[src/rtl/apb_master_arbiter.sv]
// Round-robin arbiter sharing one APB master port among NUM_REQ requesters.
// Each grant runs SETUP/ACCESS, then returns a one-cycle response to its owner.
module apb_master_arbiter #(
  parameter int NUM_REQ = 4,
  parameter int APB_AW  = 32,
  parameter int APB_DW  = 32,
  parameter int TIMEOUT = 16
) (
  input  logic                           clk,
  input  logic                           rst,
  input  logic [NUM_REQ-1:0]             req_valid,
  output logic [NUM_REQ-1:0]             req_ready,
  input  logic [NUM_REQ-1:0][APB_AW-1:0] req_addr,
  input  logic [NUM_REQ-1:0]             req_write,
  input  logic [NUM_REQ-1:0][APB_DW-1:0] req_wdata,
  output logic [NUM_REQ-1:0]             rsp_valid,
  output logic [APB_DW-1:0]              rsp_rdata,
  output logic                           rsp_err,
  output logic [APB_AW-1:0]              paddr,
  output logic                           psel,
  output logic                           penable,
  output logic                           pwrite,
  output logic [APB_DW-1:0]              pwdata,
  input  logic [APB_DW-1:0]              prdata,
  input  logic                           pready,
  input  logic                           pslverr
);
  localparam int PW     = $clog2(NUM_REQ);
  localparam int CW     = (TIMEOUT > 0) ? $clog2(TIMEOUT + 1) : 1;
  localparam int TO_LIM = (TIMEOUT > 0) ? TIMEOUT - 1 : 0;

  typedef enum logic [1:0] {IDLE, SETUP, ACCESS} state_e;

  typedef struct packed {
    logic [APB_AW-1:0] addr;
    logic              write;
    logic [APB_DW-1:0] wdata;
  } apb_req_t;

  state_e             state_q, state_d;
  logic [PW-1:0]      ptr_q, ptr_d, own_q, own_d;
  logic [CW-1:0]      cnt_q, cnt_d;
  logic               psel_q, psel_d, penable_q, penable_d;
  apb_req_t           req_q, req_d;
  logic [NUM_REQ-1:0] rsp_valid_q, rsp_valid_d;
  logic [APB_DW-1:0]  rsp_rdata_q, rsp_rdata_d;
  logic               rsp_err_q, rsp_err_d;

  logic [PW-1:0]      gnt_idx;
  logic               gnt_any;
  logic               to_hit;

  function automatic logic [PW-1:0] rr_idx(input logic [PW-1:0] base, input int k);
    int s;
    s = int'(base) + k;
    if (s >= NUM_REQ) s = s - NUM_REQ;
    return PW'(s);
  endfunction

  // Scan downward so the last hit is the nearest valid requester at/after the pointer.
  always_comb begin
    gnt_any = 1'b0;
    gnt_idx = '0;
    for (int k = NUM_REQ - 1; k >= 0; k--) begin
      if (req_valid[rr_idx(ptr_q, k)]) begin
        gnt_any = 1'b1;
        gnt_idx = rr_idx(ptr_q, k);
      end
    end
  end

  always_comb begin
    req_ready = '0;
    if (state_q == IDLE && gnt_any) req_ready[gnt_idx] = 1'b1;
  end

  // pready has priority over the timeout on the same edge.
  assign to_hit = (TIMEOUT != 0) && !pready && (cnt_q == CW'(TO_LIM));

  always_comb begin
    state_d     = state_q;
    ptr_d       = ptr_q;
    own_d       = own_q;
    cnt_d       = cnt_q;
    psel_d      = psel_q;
    penable_d   = penable_q;
    req_d       = req_q;
    rsp_valid_d = '0;
    rsp_rdata_d = rsp_rdata_q;
    rsp_err_d   = rsp_err_q;
    case (state_q)
      IDLE: begin
        if (gnt_any) begin
          req_d.addr  = req_addr[gnt_idx];
          req_d.write = req_write[gnt_idx];
          req_d.wdata = req_wdata[gnt_idx];
          own_d       = gnt_idx;
          ptr_d       = (gnt_idx == PW'(NUM_REQ - 1)) ? '0 : gnt_idx + 1'b1;
          cnt_d       = '0;
          psel_d      = 1'b1;
          penable_d   = 1'b0;
          state_d     = SETUP;
        end
      end
      SETUP: begin
        penable_d = 1'b1;
        state_d   = ACCESS;
      end
      ACCESS: begin
        if (pready) begin
          psel_d             = 1'b0;
          penable_d          = 1'b0;
          rsp_valid_d[own_q] = 1'b1;
          rsp_err_d          = pslverr;
          rsp_rdata_d        = req_q.write ? '0 : prdata;
          state_d            = IDLE;
        end else if (to_hit) begin
          psel_d             = 1'b0;
          penable_d          = 1'b0;
          rsp_valid_d[own_q] = 1'b1;
          rsp_err_d          = 1'b1;
          rsp_rdata_d        = '0;
          cnt_d              = cnt_q + 1'b1;
          state_d            = IDLE;
        end else begin
          cnt_d = cnt_q + 1'b1;
        end
      end
      default: state_d = IDLE;
    endcase
  end

  always_ff @(posedge clk) begin
    if (rst) begin
      state_q     <= IDLE;
      ptr_q       <= '0;
      own_q       <= '0;
      cnt_q       <= '0;
      psel_q      <= 1'b0;
      penable_q   <= 1'b0;
      req_q       <= '0;
      rsp_valid_q <= '0;
      rsp_rdata_q <= '0;
      rsp_err_q   <= 1'b0;
    end else begin
      state_q     <= state_d;
      ptr_q       <= ptr_d;
      own_q       <= own_d;
      cnt_q       <= cnt_d;
      psel_q      <= psel_d;
      penable_q   <= penable_d;
      req_q       <= req_d;
      rsp_valid_q <= rsp_valid_d;
      rsp_rdata_q <= rsp_rdata_d;
      rsp_err_q   <= rsp_err_d;
    end
  end

  assign psel      = psel_q;
  assign penable   = penable_q;
  assign paddr     = req_q.addr;
  assign pwrite    = req_q.write;
  assign pwdata    = req_q.wdata;
  assign rsp_valid = rsp_valid_q;
  assign rsp_rdata = rsp_rdata_q;
  assign rsp_err   = rsp_err_q;

endmodule
[config.mk]
export PLATFORM = sky130hd
export DESIGN_NAME = apb_master_arbiter
export DESIGN_NICKNAME = d
export VERILOG_FILES = /design/src/rtl/apb_master_arbiter.sv
export SDC_FILE = /design/constraint.sdc
export NUM_CORES = 1
export LEC_CHECK = 0
export BUFFER_PORTS_ARGS = -buffer_cell sky130_fd_sc_hd__buf_4
export CAP_MARGIN = 5
export CORE_AREA = 2 2 159 161
export CTS_BUF_LIST = sky130_fd_sc_hd__clkbuf_16
export CTS_CLUSTER_SIZE = 16
export DETAILED_ROUTE_END_ITERATION = 7
export DIE_AREA = 0 0 161 163
export GPL_TIMING_DRIVEN = 0
export RECOVER_POWER = 50
export SLEW_MARGIN = 20
export SYNTH_ARGS = -nofsm -noshare
export SYNTH_HDL_FRONTEND = slang
export SYNTH_SLANG_ARGS = --single-unit
[constraint.sdc]
create_clock -name clk -period 1.8 [get_ports clk]
set_input_delay 0.18 -clock clk [delete_from_list [all_inputs] [get_ports clk]]
set_output_delay 0.18 -clock clk [all_outputs]
set_load 0.01 [all_outputs]
==> results_dict.tcl <==
set metrics [dict create \
    status "finished, violations left" \
    violations "negative setup slack" \
    wl_mm 28.6 \
    synthesis.area_um2 5950 \
    via_per_inst 4.97 \
    max_freq_mhz 465 \
    syn_avg_cell_area_um2 8.92 \
    rsz0062_at_grt "yes" \
    grt_first_pass_wirelength_mm 42.3 \
    synthArstFlopShare 0 \
    leakagePower_nw 4.88 \
    cp_slowest_cell "or4_4" \
    crit_type "reg -> out" \
    drcViolationCount 0 \
    cts-root-buf "clkbuf_16" \
    finalHoldViolations 0 \
    core_area_um2 24700 \
    period_minus_slack_ns 2.15 \
    cap_viol_max_count 0 \
    yosys_warnings 0 \
    grt_remaining_overflow 0 \
    syn_inst 667 \
    cts_buffer_depth 2 \
    die_y_um 163 \
    grt_pass1_vias 7205 \
    stdcell_count 1475 \
    cts.reportedPaths.clkPinSlew_ns 0.06 \
    dr.pass1.iters 5 \
    hold_path_class "in -> reg" \
    grt_max_degree 17 \
    required_ns 1.62 \
    ys_ff_latch 115 \
    clock_latency_ns 0.42 \
    synth_top_area_cell "dfxtp_1" \
    fin_area_um2 10800 \
    row_count 58 \
    drive_gt1_frac 0.477 \
    finalCritPeriodShare 1.19 \
    yosys.area.top_type_share 0.387 \
    synth_cell_type_count 46 \
    io_buffer_count 406 \
    worstPathCellList "or4_4, buf_12, buf_12, nand2_8, nand2_8, nor2_4, buf_6" \
    pin_count 408 \
    crit_start "ptr_q[1]$_SDFFE_PP0P_" \
    tns_ns -13.71 \
    synth-edff-count 0 \
    multiInputGateArea_um2 3660 \
    antennaDiodeCount 0 \
    wl_per_cell_um 19.4 \
    seqCellArea_um2 2310 \
    tightestPinTransition_ns 0.730 \
    ir_drop_mv 0.566 \
    holdPathStages 3 \
    fin_ws_ns -0.350 \
    ff2ff_path_depth 9 \
    start_util 0.241 \
    clock_skew_ns 0.0158 \
    synth-main-ff-cell "dfxtp_1" \
    setup_viol 70 \
    cp_max_fo 4 \
    fill_cells 2504 \
    critPathArrivalTime_ns 1.97 \
    slew_headroom 0.509 \
    cts_made_buffers 17 \
    syn-num-nets 973 \
    pre_cts_ws_ns -0.584 \
    ys_top_cells_by_count "dfxtp_1 (115), a21oi_1 (71), o21ai_0 (67), nand3_1 (66), a221o_1 (65)" \
    num_vias 7335 \
    antenna_found_initial 0 \
    htree_levels 4 \
    dieArea_um2 26200 \
    cts_tree "yes" \
    place_area_um2 9450 \
    final_util 0.438 \
    r2r_start "ptr_q[1]$_SDFFE_PP0P_" \
    gp_congestion 0.839 \
    antenna_left 0 \
    place_inst 1403 \
    area_delta_synth_final_pct 81.6 \
    power.density_nw_per_um2 995 \
    drt_iter0_markers 485 \
    place_hpwl_mm 20.7 \
    critPathCaptureType "primary output" \
    cts_sinks 115 \
    yosysMostFrequentCell "dfxtp_1" \
    fin_nets 1440 \
    die_width_um 161 \
    grt_use_total 0.208 \
    min_from "prdata[27]" \
    slew_violations 0 \
    ys_seq_area_frac 0.387 \
    slowest_delay_ns 0.56 \
    ys_top_cells_by_area "dfxtp_1 (39%), a221o_1 (11%), mux2_2 (7.8%), a21oi_1 (6.0%), o21ai_0 (5.6%)" \
    start_kind "flop" \
]
-- cells in the final DEF, fill, tap and decap left out, drive strengths merged, types with 2 or more instances in the layout --
cell type / count
ha: 6
nor2: 55
nand2b: 3
nand3: 66
nand2: 9
clkinv: 7
dlygate4sd3: 5
nor4b: 2
buf: 404
xor2: 2
nor3: 4
bufinv: 3
nor2b: 5
clkbuf: 126
mux2: 65
a21oi: 71
a211oi: 2
nor4: 3
inv: 6
a22oi: 34
dfxtp: 115
a221o: 65
o21ai: 69
clkinvlp: 2
-- timing repair --
action | CTS | global route
buffers inserted | 30 | 5
pin swaps | 70 | 8
endpoints found under the setup margin | 116 | 102
endpoints found under the hold margin | 5 | 0
hold buffers | 5 | 0
resized for setup | 167 | 20
gates cloned | 7 | 0
-- cell families after synthesis --
kind of cell,count (synthesis),synth area share
AOI/OAI and AO/OA,250,0.287
xor gates and xnor gates,3,0.00442
adders and majority gates,6,0.0126
buffers and inverters,75,0.0610
DFF,115,0.387
muxes,66,0.125
and+or+nand+nor,152,0.123
-- metrics by stage --
stage | hold slack [ns] | total power [mW]
global placement | 0.425 | 6.59
global route | 0.0119 | 11.2
detailed placement | 0.435 | 6.62
CTS | 0.00113 | 11.0
floorplan | 0.256 | 4.95
finish | 0.0201 | 10.7
-- state kept, by name, summed over array words and instances (netlist names) --
signal and cells:
psel 1, state_q 2, paddr 32, rsp_rdata 32, penable 1, cnt_q 5, ptr_q 2, own_q 2
pwrite 1, rsp_valid 4, rsp_err 1, pwdata 32
-- cell type report --
class / instances / share of cell area
timing repair buffer: 450 / 0.303
inverter: 5 / 0.00174
multi-input combinational: 477 / 0.339
clock buffer: 17 / 0.0394
clock inverter: 13 / 0.0134
buffer: 68 / 0.0515
sequential: 115 / 0.214
tap: 330 / 0.0382
-- critical path: cells and delay by family, from the launching register on --
kind	cells	cell delay [ns]
simple gates	4	0.81
buf+inv	3	0.38
flops	1	0.35
-- final timing paths --
check	slack, ns	to
worst max-delay path	-0.35	req_ready[3]
worst min-delay path	0.02	rsp_rdata[27]$_SDFFE_PP0P_
worst max register to register	-0.28	pwdata[12]$_SDFFE_PP0P_
worst min register to register	0.48	pwdata[5]$_SDFFE_PP0P_
-- per-layer routing --
layer,share of wire,GRT usage,vias to the layer above
met5,0,0,-
met4,0.020,0.0584,0
met3,0.078,0.0611,39
met2,0.50,0.366,328
met1,0.40,0.247,3494
li1,-,-,3474
-- report_power, final --
group          switching [mW]  internal (mW)  total (mW)
clock network            1.26           2.13        3.40
registers               0.247           2.94        3.18
logic                    1.92           2.25        4.17
(Power assumes the default switching activity.)
